[src/rtl/mhp_pkg.sv]
// Shared types and constants for the MHP transmit arbiter.
// Holds the FSM encoding, frame phase lengths and field widths.
package mhp_pkg;

    localparam int ADDR_W  = 16;
    localparam int SIZE_W  = 16;
    localparam int BYTE_W  = 8;
    localparam int SUM_W   = 16;
    localparam int IDX_W   = 3;
    localparam int HDR_LEN = 7;
    localparam int SCS_LEN = 2;

    typedef enum logic [2:0] {
        ST_IDLE,
        ST_HDR,
        ST_PAY,
        ST_SCS,
        ST_DONE
    } mhp_state_e;

    typedef struct packed {
        logic [ADDR_W-1:0] dst;
        logic [ADDR_W-1:0] src;
        logic [SIZE_W-1:0] size;
        logic [BYTE_W-1:0] dtype;
    } mhp_hdr_t;

    function automatic logic [BYTE_W-1:0] hdr_byte(
        input mhp_hdr_t         h,
        input logic [IDX_W-1:0] idx
    );
        logic [BYTE_W-1:0] b;
        case (idx)
            3'd0:    b = h.dst[15:8];
            3'd1:    b = h.dst[7:0];
            3'd2:    b = h.src[15:8];
            3'd3:    b = h.src[7:0];
            3'd4:    b = h.size[15:8];
            3'd5:    b = h.size[7:0];
            default: b = h.dtype;
        endcase
        return b;
    endfunction

endpackage

[src/rtl/mhp_scs_acc.sv]
// 16-bit running byte sum used as the MHP frame check sequence.
// Clear wins over add when both are requested in one cycle.
module mhp_scs_acc
    import mhp_pkg::*;
(
    input  logic              clk_i,
    input  logic              rst_ni,
    input  logic              clr_i,
    input  logic              add_i,
    input  logic [BYTE_W-1:0] byte_i,
    output logic [SUM_W-1:0]  sum_o
);

    logic [SUM_W-1:0] sum_q, sum_d;

    always_comb begin
        sum_d = sum_q;
        if (clr_i) begin
            sum_d = '0;
        end else if (add_i) begin
            sum_d = sum_q + {8'h00, byte_i};
        end
    end

    always_ff @(posedge clk_i or negedge rst_ni) begin
        if (!rst_ni) begin
            sum_q <= '0;
        end else begin
            sum_q <= sum_d;
        end
    end

    assign sum_o = sum_q;

endmodule

[src/rtl/mhp_tx_arb.sv]
// Two-port round-robin MHP frame transmitter feeding a byte-wide
// valid/ready write port; emits header, payload and optional checksum.
module mhp_tx_arb
    import mhp_pkg::*;
#(
    parameter int SCS_EN = 1
) (
    input  logic              i_clk,
    input  logic              i_rst_n,
    input  logic              i_req0,
    input  logic              i_req1,
    input  logic [ADDR_W-1:0] i_dst0,
    input  logic [ADDR_W-1:0] i_dst1,
    input  logic [ADDR_W-1:0] i_src0,
    input  logic [ADDR_W-1:0] i_src1,
    input  logic [SIZE_W-1:0] i_size0,
    input  logic [SIZE_W-1:0] i_size1,
    input  logic [BYTE_W-1:0] i_dtype0,
    input  logic [BYTE_W-1:0] i_dtype1,
    input  logic [BYTE_W-1:0] i_pdata0,
    input  logic [BYTE_W-1:0] i_pdata1,
    output logic              o_pnext0,
    output logic              o_pnext1,
    output logic              o_grant0,
    output logic              o_grant1,
    output logic              o_done0,
    output logic              o_done1,
    output logic [BYTE_W-1:0] o_wdata,
    output logic              o_wvalid,
    input  logic              i_wready
);

    mhp_state_e        state_q, state_d;
    mhp_hdr_t          hdr_q, hdr_d, hdr_in;
    logic              sel_q, sel_d;
    logic              last_q, last_d;
    logic              fin_q, fin_d;
    logic              wvalid_q, wvalid_d;
    logic [IDX_W-1:0]  idx_q, idx_d;
    logic [SIZE_W-1:0] cnt_q, cnt_d;
    logic [BYTE_W-1:0] wdata_q, wdata_d;
    logic [BYTE_W-1:0] pdata, acc_byte;
    logic [SUM_W-1:0]  sum;
    logic              win, ld, busy, pnext;
    logic              acc_clr, acc_add;

    // Port 1 wins only when it requests alone or port 0 was served last.
    assign win  = (i_req0 && i_req1) ? ~last_q : i_req1;
    assign ld   = !wvalid_q || i_wready;
    assign busy = (state_q == ST_HDR) || (state_q == ST_PAY) ||
                  (state_q == ST_SCS);

    assign hdr_in = win ? {i_dst1, i_src1, i_size1, i_dtype1}
                        : {i_dst0, i_src0, i_size0, i_dtype0};
    assign pdata  = sel_q ? i_pdata1 : i_pdata0;

    always_comb begin
        state_d  = state_q;
        sel_d    = sel_q;
        last_d   = last_q;
        hdr_d    = hdr_q;
        cnt_d    = cnt_q;
        idx_d    = idx_q;
        fin_d    = fin_q;
        wdata_d  = wdata_q;
        wvalid_d = wvalid_q;
        pnext    = 1'b0;
        acc_clr  = 1'b0;
        acc_add  = 1'b0;
        acc_byte = '0;
        unique case (state_q)
            ST_IDLE: begin
                if (i_req0 || i_req1) begin
                    sel_d   = win;
                    hdr_d   = hdr_in;
                    cnt_d   = hdr_in.size;
                    idx_d   = '0;
                    fin_d   = 1'b0;
                    acc_clr = 1'b1;
                    state_d = ST_HDR;
                end
            end
            ST_HDR: begin
                if (ld && !fin_q) begin
                    wdata_d  = hdr_byte(hdr_q, idx_q);
                    wvalid_d = 1'b1;
                    acc_add  = 1'b1;
                    acc_byte = hdr_byte(hdr_q, idx_q);
                    idx_d    = idx_q + 3'd1;
                    if (idx_q == IDX_W'(HDR_LEN - 1)) begin
                        idx_d = '0;
                        if (cnt_q != '0) begin
                            state_d = ST_PAY;
                        end else if (SCS_EN != 0) begin
                            state_d = ST_SCS;
                        end else begin
                            fin_d = 1'b1;
                        end
                    end
                end
            end
            ST_PAY: begin
                if (ld && !fin_q) begin
                    wdata_d  = pdata;
                    wvalid_d = 1'b1;
                    acc_add  = 1'b1;
                    acc_byte = pdata;
                    pnext    = 1'b1;
                    cnt_d    = cnt_q - 16'd1;
                    if (cnt_q == 16'd1) begin
                        if (SCS_EN != 0) begin
                            state_d = ST_SCS;
                        end else begin
                            fin_d = 1'b1;
                        end
                    end
                end
            end
            ST_SCS: begin
                if (ld && !fin_q) begin
                    wdata_d  = idx_q[0] ? sum[7:0] : sum[15:8];
                    wvalid_d = 1'b1;
                    idx_d    = idx_q + 3'd1;
                    if (idx_q == IDX_W'(SCS_LEN - 1)) begin
                        fin_d = 1'b1;
                    end
                end
            end
            ST_DONE: begin
                last_d  = sel_q;
                state_d = ST_IDLE;
            end
            default: state_d = ST_IDLE;
        endcase
        // The final byte has been handed over once it is accepted.
        if (busy && ld && fin_q) begin
            wvalid_d = 1'b0;
            fin_d    = 1'b0;
            state_d  = ST_DONE;
        end
    end

    always_ff @(posedge i_clk or negedge i_rst_n) begin
        if (!i_rst_n) begin
            state_q  <= ST_IDLE;
            sel_q    <= 1'b0;
            last_q   <= 1'b1;
            hdr_q    <= '0;
            cnt_q    <= '0;
            idx_q    <= '0;
            fin_q    <= 1'b0;
            wdata_q  <= '0;
            wvalid_q <= 1'b0;
        end else begin
            state_q  <= state_d;
            sel_q    <= sel_d;
            last_q   <= last_d;
            hdr_q    <= hdr_d;
            cnt_q    <= cnt_d;
            idx_q    <= idx_d;
            fin_q    <= fin_d;
            wdata_q  <= wdata_d;
            wvalid_q <= wvalid_d;
        end
    end

    mhp_scs_acc u_acc (
        .clk_i  (i_clk),
        .rst_ni (i_rst_n),
        .clr_i  (acc_clr),
        .add_i  (acc_add),
        .byte_i (acc_byte),
        .sum_o  (sum)
    );

    assign o_wdata  = wdata_q;
    assign o_wvalid = wvalid_q;
    assign o_grant0 = busy && !sel_q;
    assign o_grant1 = busy && sel_q;
    assign o_done0  = (state_q == ST_DONE) && !sel_q;
    assign o_done1  = (state_q == ST_DONE) && sel_q;
    assign o_pnext0 = pnext && !sel_q;
    assign o_pnext1 = pnext && sel_q;

endmodule

[config.mk]
export PLATFORM = sky130hd
export DESIGN_NAME = mhp_tx_arb
export DESIGN_NICKNAME = d
export VERILOG_FILES = /design/src/rtl/mhp_pkg.sv /design/src/rtl/mhp_scs_acc.sv /design/src/rtl/mhp_tx_arb.sv
export SDC_FILE = /design/constraint.sdc
export NUM_CORES = 1
export LEC_CHECK = 0
export CORE_MARGIN = 3
export CORE_UTILIZATION = 47
export DETAILED_ROUTE_END_ITERATION = 16
export PLACE_DENSITY = 0.76
export SLEW_MARGIN = 20
export SYNTH_ARGS = -nofsm -noshare
export SYNTH_HDL_FRONTEND = slang
export SYNTH_SLANG_ARGS = --single-unit
[constraint.sdc]
create_clock -name i_clk -period 7.85 [get_ports i_clk]
set_input_delay 1.57 -clock i_clk [delete_from_list [all_inputs] [get_ports i_clk]]
set_output_delay 1.57 -clock i_clk [all_outputs]
set_load 0.1 [all_outputs]
======== Word-level counts from Yosys, hierarchy flattened ========
Index checks and enable logic that the tools add are counted.
operators by class
  add/subtract/negate cells ............... 3
  eq/ne operators ......................... 23
  mux-type cells .......................... 43
  bitwise logic cells ..................... 1
  reduce and logical (&&, ||, !) cells .... 36
operator list
  operator               count
  $mux 16                4
  $mux 56                1
  $mux 8                 7
  $pmux 8 s6             1
  $pmux 16 s2            1
  $mux 3                 10
  $pmux 8 s3             1
  $ne 3x1->1 const B     6
  $add 16x8->16          1
  $eq 16x1->1 const B    1
  $pmux 8 s2             1
  $reduce_bool 16->1     1
  $sub 16x1->16 const B  1
  $mux 1                 14
  $eq 3x2->1 const B     4
  $eq 3x3->1 const B     4
  $pmux 3 s4             1
  $reduce_and 4->1       3
  $logic_and 1x1->1      10
  $pmux 3 s3             1
  $reduce_bool 3->1      3
  $ne 2x1->1 const B     4
  $reduce_bool 2->1      4
  $eq 3x1->1 const B     2
  other kinds (13)       20
storage, ports and cells
  bits in registers ....................... 106
  logic and storage cells ................. 119

======== Depth between registers and ports, before layout ========
  depth in word-level cells ............... 8
  mapped depth ............................ 18
  depth with buffers taken out ............ 15

======== Modules after synthesis ========
From an unflattened synthesis, not the netlist that was laid out.
unflattened totals
  cells, all modules ...................... 710
  area total of the unflattened synthesis .. 6622.6 sq um
modules (own cells, without submodules)
  module       times used  cells an instance  area each (sq um)  seq. area each (sq um)
  mhp_tx_arb   1           579                5441.5             2253.4
  mhp_scs_acc  1           131                1181.1             400.4

======== Worst setup path before layout ========
Ideal clock, no wire load.
  path type ............................... input to output
  from .................................... in i_wready
  to ...................................... out o_pnext0
  data arrival time ....................... 3.616 ns
  required time ........................... 6.280 ns
  slack ................................... 2.664 ns
  stages on the path ...................... 5
  path buffers ............................ 2
  path through ............................ nor2b_1 -> clkbuf_1 -> or3_4 -> clkbuf_1 -> nor2_1
between the ends
  word-level cells in the longest chain between the ends .. 5
ends and longest elaborated chain
  element            line               text
  from (decl)        mhp_tx_arb.sv:30   input logic i_wready
  $logic_or 1x1->1   mhp_tx_arb.sv:49   assign ld = !wvalid_q || i_wready;
  $logic_and 1x1->1  mhp_tx_arb.sv:103  if (ld && !fin_q) begin
  $mux 1             mhp_tx_arb.sv:103
  $mux 1             mhp_tx_arb.sv:71   unique case (state_q)
  $logic_and 1x1->1  mhp_tx_arb.sv:182  assign o_pnext0 = pnext && !sel_q;
  to (decl)          mhp_tx_arb.sv:22   output logic o_pnext0,
No other way between the ends.

======== Worst setup path in the final report ========
Ends and elaborated chain as after synthesis.

==> run_results.csv <==
group,metric,value,unit
route,ant_nets,0,
sta,fmaxAchievable,180.3,MHz
clock_tree,post_cts_buffers,0,
setup_path,path_common_cell,"sky130_fd_sc_hd__clkdlybuf4s50_1",
die,floorplan.initialDensity,49.11,%
setup_path,critical_path.max_fanout,12,
layout,layout.area.seq,0.002654,mm²
yosys,synth_largest_type_area_fraction,41.39,%
min_path,timing.hold.worst.class,"reg -> reg",
sta,fin_crit,5.548,ns
layout,antenna_diode_instance_count,0,
sta,hold_violations,0,
yosys,async_flop_share,100.0,%
clock_tree,clock_latency,0.35,ns
route,detail_route.first_pass.iterations,6,
yosys,synthTopCellsByArea,"sky130_fd_sc_hd__dfrtp_1 41%, sky130_fd_sc_hd__mux2i_1 13%, sky130_fd_sc_hd__o21ai_0 7.4%",
sta,drv_slew,0,
power_and_ir_drop,power.total,1.624,mW
setup_path,timing.critical_path.arrival,3.98,ns
global_routing,grt_use_total,24.08,%
sta,fin_crit_sh,70.67,%
setup_path,critPathMaxStageDelay,1.14,ns
sta,tightest_slew,1.051,ns
layout,synthToLayoutAreaGrowth,29.56,%
layout,ratio_of_cells_with_drive_above_1_in_the_final_layout,6.388,%
sta,finalSetupTns,0,ns
placed_design,detailedPlacementHpwl,13.50,mm
sta,finClkSkew,0.005653,ns
yosys,ys.warnings.count,0,
yosys,yosysTopAreaCell,"sky130_fd_sc_hd__dfrtp_1",
layout,design.final.nets,958,
clock_tree,hold_buffers,0,
yosys,dominantRegCellSynth,"sky130_fd_sc_hd__dfrtp_1",
layout,layout.filler_cells,1138,
placed_design,finalWeightedCongestion,0.8730,
power_and_ir_drop,power.density_cell_area,197.5,mW/mm²
yosys,synth-edff-count,0,
yosys,postSynthAreaPerCell,9.174,µm²
clock_tree,cts_max_level,3,
global_routing,grt_pass1_wl,28.46,mm
die,die_height,122.2,µm
setup_path,crit_slowest_cell,"sky130_fd_sc_hd__clkdlybuf4s50_1",
clock_tree,cts_made_buffers,9,
route,drt_first_iter_violations,522,
outcome,status,"complete, no violations",
global_routing,grt_pass1_vias,5747,
route,vias,5670,
yosys,synthesis.area,0.006349,mm²
route,post_drt_via_cell_ratio,5.751,
power_and_ir_drop,leakagePower,3.680,nW
sta,final-setup-viol-count,0,
sta,timing.slew.headroom,29.66,%
clock_tree,cts-resized-gates,0,
clock_tree,tritoncts,"done",
clock_tree,cts.reportedPaths.clkPinSlew,0.07,ns
die,placementRows,41,
yosys,yosys.cell_count.top_type,"sky130_fd_sc_hd__dfrtp_1",
clock_tree,clock_tree.root_cell,"sky130_fd_sc_hd__clkbuf_16",
yosys,synthesis.instances,692,
yosys,post_synth_num_cell_types,57,
clock_tree,cts_max_path_buffers,2,
yosys,syn-num-nets,841,
route,routed_wl,17.79,mm
global_routing,grt_start_max_net_pins,115,
yosys,ys_seq_elements,106,
setup_path,path_cells,"clkdlybuf4s50_1 -> nor2b_1 -> or3_4 -> nor2_1 -> clkdlybuf4s50_1",
global_routing,globalRouteOverflowTotal,0,
die,design.die.area,0.01494,mm²
die,ports_placed_on_the_boundary,148,
layout,area_occupied_by_multi_input_gates,0.003485,mm²
global_routing,grt_antenna_before_repair,0,
route,drc,0,
yosys,ys_seq_area_share,41.80,%
power_and_ir_drop,peakVddDrop,112.3,µV
sta,rsz0062_at_grt,"false",
setup_path,crit_required,6.28,ns
setup_path,crit_path_end_kind,"output port",
yosys,synth_commonest_cells,"105 x sky130_fd_sc_hd__dfrtp_1, 104 x sky130_fd_sc_hd__nand2_1, 94 x sky130_fd_sc_hd__o21ai_0, 81 x sky130_fd_sc_hd__mux2i_1, 40 x sky130_fd_sc_hd__nor2_1",
route,post_detailed_route_wirelength_per_cell,18.04,µm
placed_design,port_buffers,147,
die,die_x,122.2,µm
job,max_cap_violations,0,
setup_path,path_class,"in -> out",
clock_tree,cts_num_sinks,106,
die,fp.coreArea,0.01293,mm²
setup_path,crit_path_start_kind,"primary input",
-- report_power, final --
group | switching, mW | internal [mW]
clock network | 0.213 | 0.260
logic | 0.234 | 0.213
registers | 0.0807 | 0.623
total | 0.527 | 1.10
-- sequential cells by signal, summed over array words and instances (netlist names) --
register and flops:
hdr_q 56, idx_q 3, last_q 1, fin_q 1
sel_q 1, state_q 3, u_acc.sum_o 16, o_wvalid 1
o_wdata 8, cnt_q 16
-- area by class of cell --
type	instances	area share (%)
clock buffer	10	2.905
clock inverter	6	0.8518
inverter	9	0.4107
multi-input combinational	528	42.36
sequential	106	32.26
tap	172	2.616
timing repair buffer	155	18.59
-- worst max-delay path, delay by kind of cell --
kind	cells	cell delay, ns
buffers and inverters	2	1.64
and+or+nand+nor	3	0.76
-- metrics by stage --
stage	utilization (%)	area [µm²]	hold slack [ns]	instances	setup slack [ns]
2_1_floorplan	-	6349	0.4401	692	2.664
3_3_place_gp	61.24	7916	0.4588	970	2.330
3_5_place_dp	61.24	7916	0.4672	970	2.303
4_1_cts	63.63	8225	0.4851	986	2.300
5_1_grt	63.63	8225	0.5042	986	2.220
6_report	63.63	8225	0.4805	986	2.302
-- kinds of logic after synthesis --
family,count (synthesis),share of synthesized area (%)
muxes,97,15.61
buffers and inverters,58,3.587
DFF,106,41.80
xor gates and xnor gates,12,1.655
and+or+nand+nor,210,15.27
AOI/OAI and AO/OA,193,18.80
adders and majority gates,16,3.272
-- per-layer routing --
layer  track usage [%]  vias to the layer above  share of wire (%)
li1                  -                     2745                  -
met1             31.45                     2711                 43
met2             42.36                      199                 51
met3             3.318                       15                5.5
met4             5.948                        0               0.94
met5                 0                        -                  0
-- cell usage in the layout, fill, tap and decap left out, types with 5 or more instances in the layout --
cell type and n:
sky130_fd_sc_hd__a211oi_1 6, sky130_fd_sc_hd__a21o_1 5, sky130_fd_sc_hd__a21oi_1 22, sky130_fd_sc_hd__a222oi_1 5, sky130_fd_sc_hd__a22o_1 15, sky130_fd_sc_hd__a22oi_1 10, sky130_fd_sc_hd__buf_4 9, sky130_fd_sc_hd__clkbuf_16 9
sky130_fd_sc_hd__clkdlybuf4s50_1 146, sky130_fd_sc_hd__dfrtp_1 105, sky130_fd_sc_hd__ha_1 15, sky130_fd_sc_hd__inv_1 8, sky130_fd_sc_hd__mux2_2 16, sky130_fd_sc_hd__mux2i_1 81, sky130_fd_sc_hd__nand2_1 104, sky130_fd_sc_hd__nand3_1 8
sky130_fd_sc_hd__nor2_1 40, sky130_fd_sc_hd__nor3_1 17, sky130_fd_sc_hd__o21ai_0 94, sky130_fd_sc_hd__o22ai_1 10, sky130_fd_sc_hd__xnor2_1 8
-- final timing paths --
kind / to / depth (start not counted) / slack (ns) / from
max in group asynchronous: hdr_q[3]$_DFFE_PN0P_ / 2 / 5.41 / i_rst_n
min in group asynchronous: state_q[2]$_DFFE_PN0P_ / 1 / 1.16 / i_rst_n
hold / removal: hdr_q[14]$_DFFE_PN0P_ / 2 / 0.48 / hdr_q[14]$_DFFE_PN0P_
setup reg to reg: u_acc.sum_o[9]$_DFFE_PN0P_ / 13 / 3.46 / idx_q[1]$_DFFE_PN0P_
setup / recovery: o_pnext0 / 5 / 2.30 / i_wready
hold reg to reg: hdr_q[14]$_DFFE_PN0P_ / 2 / 0.48 / hdr_q[14]$_DFFE_PN0P_
No activity file was read; power rests on OpenSTA's default activity.
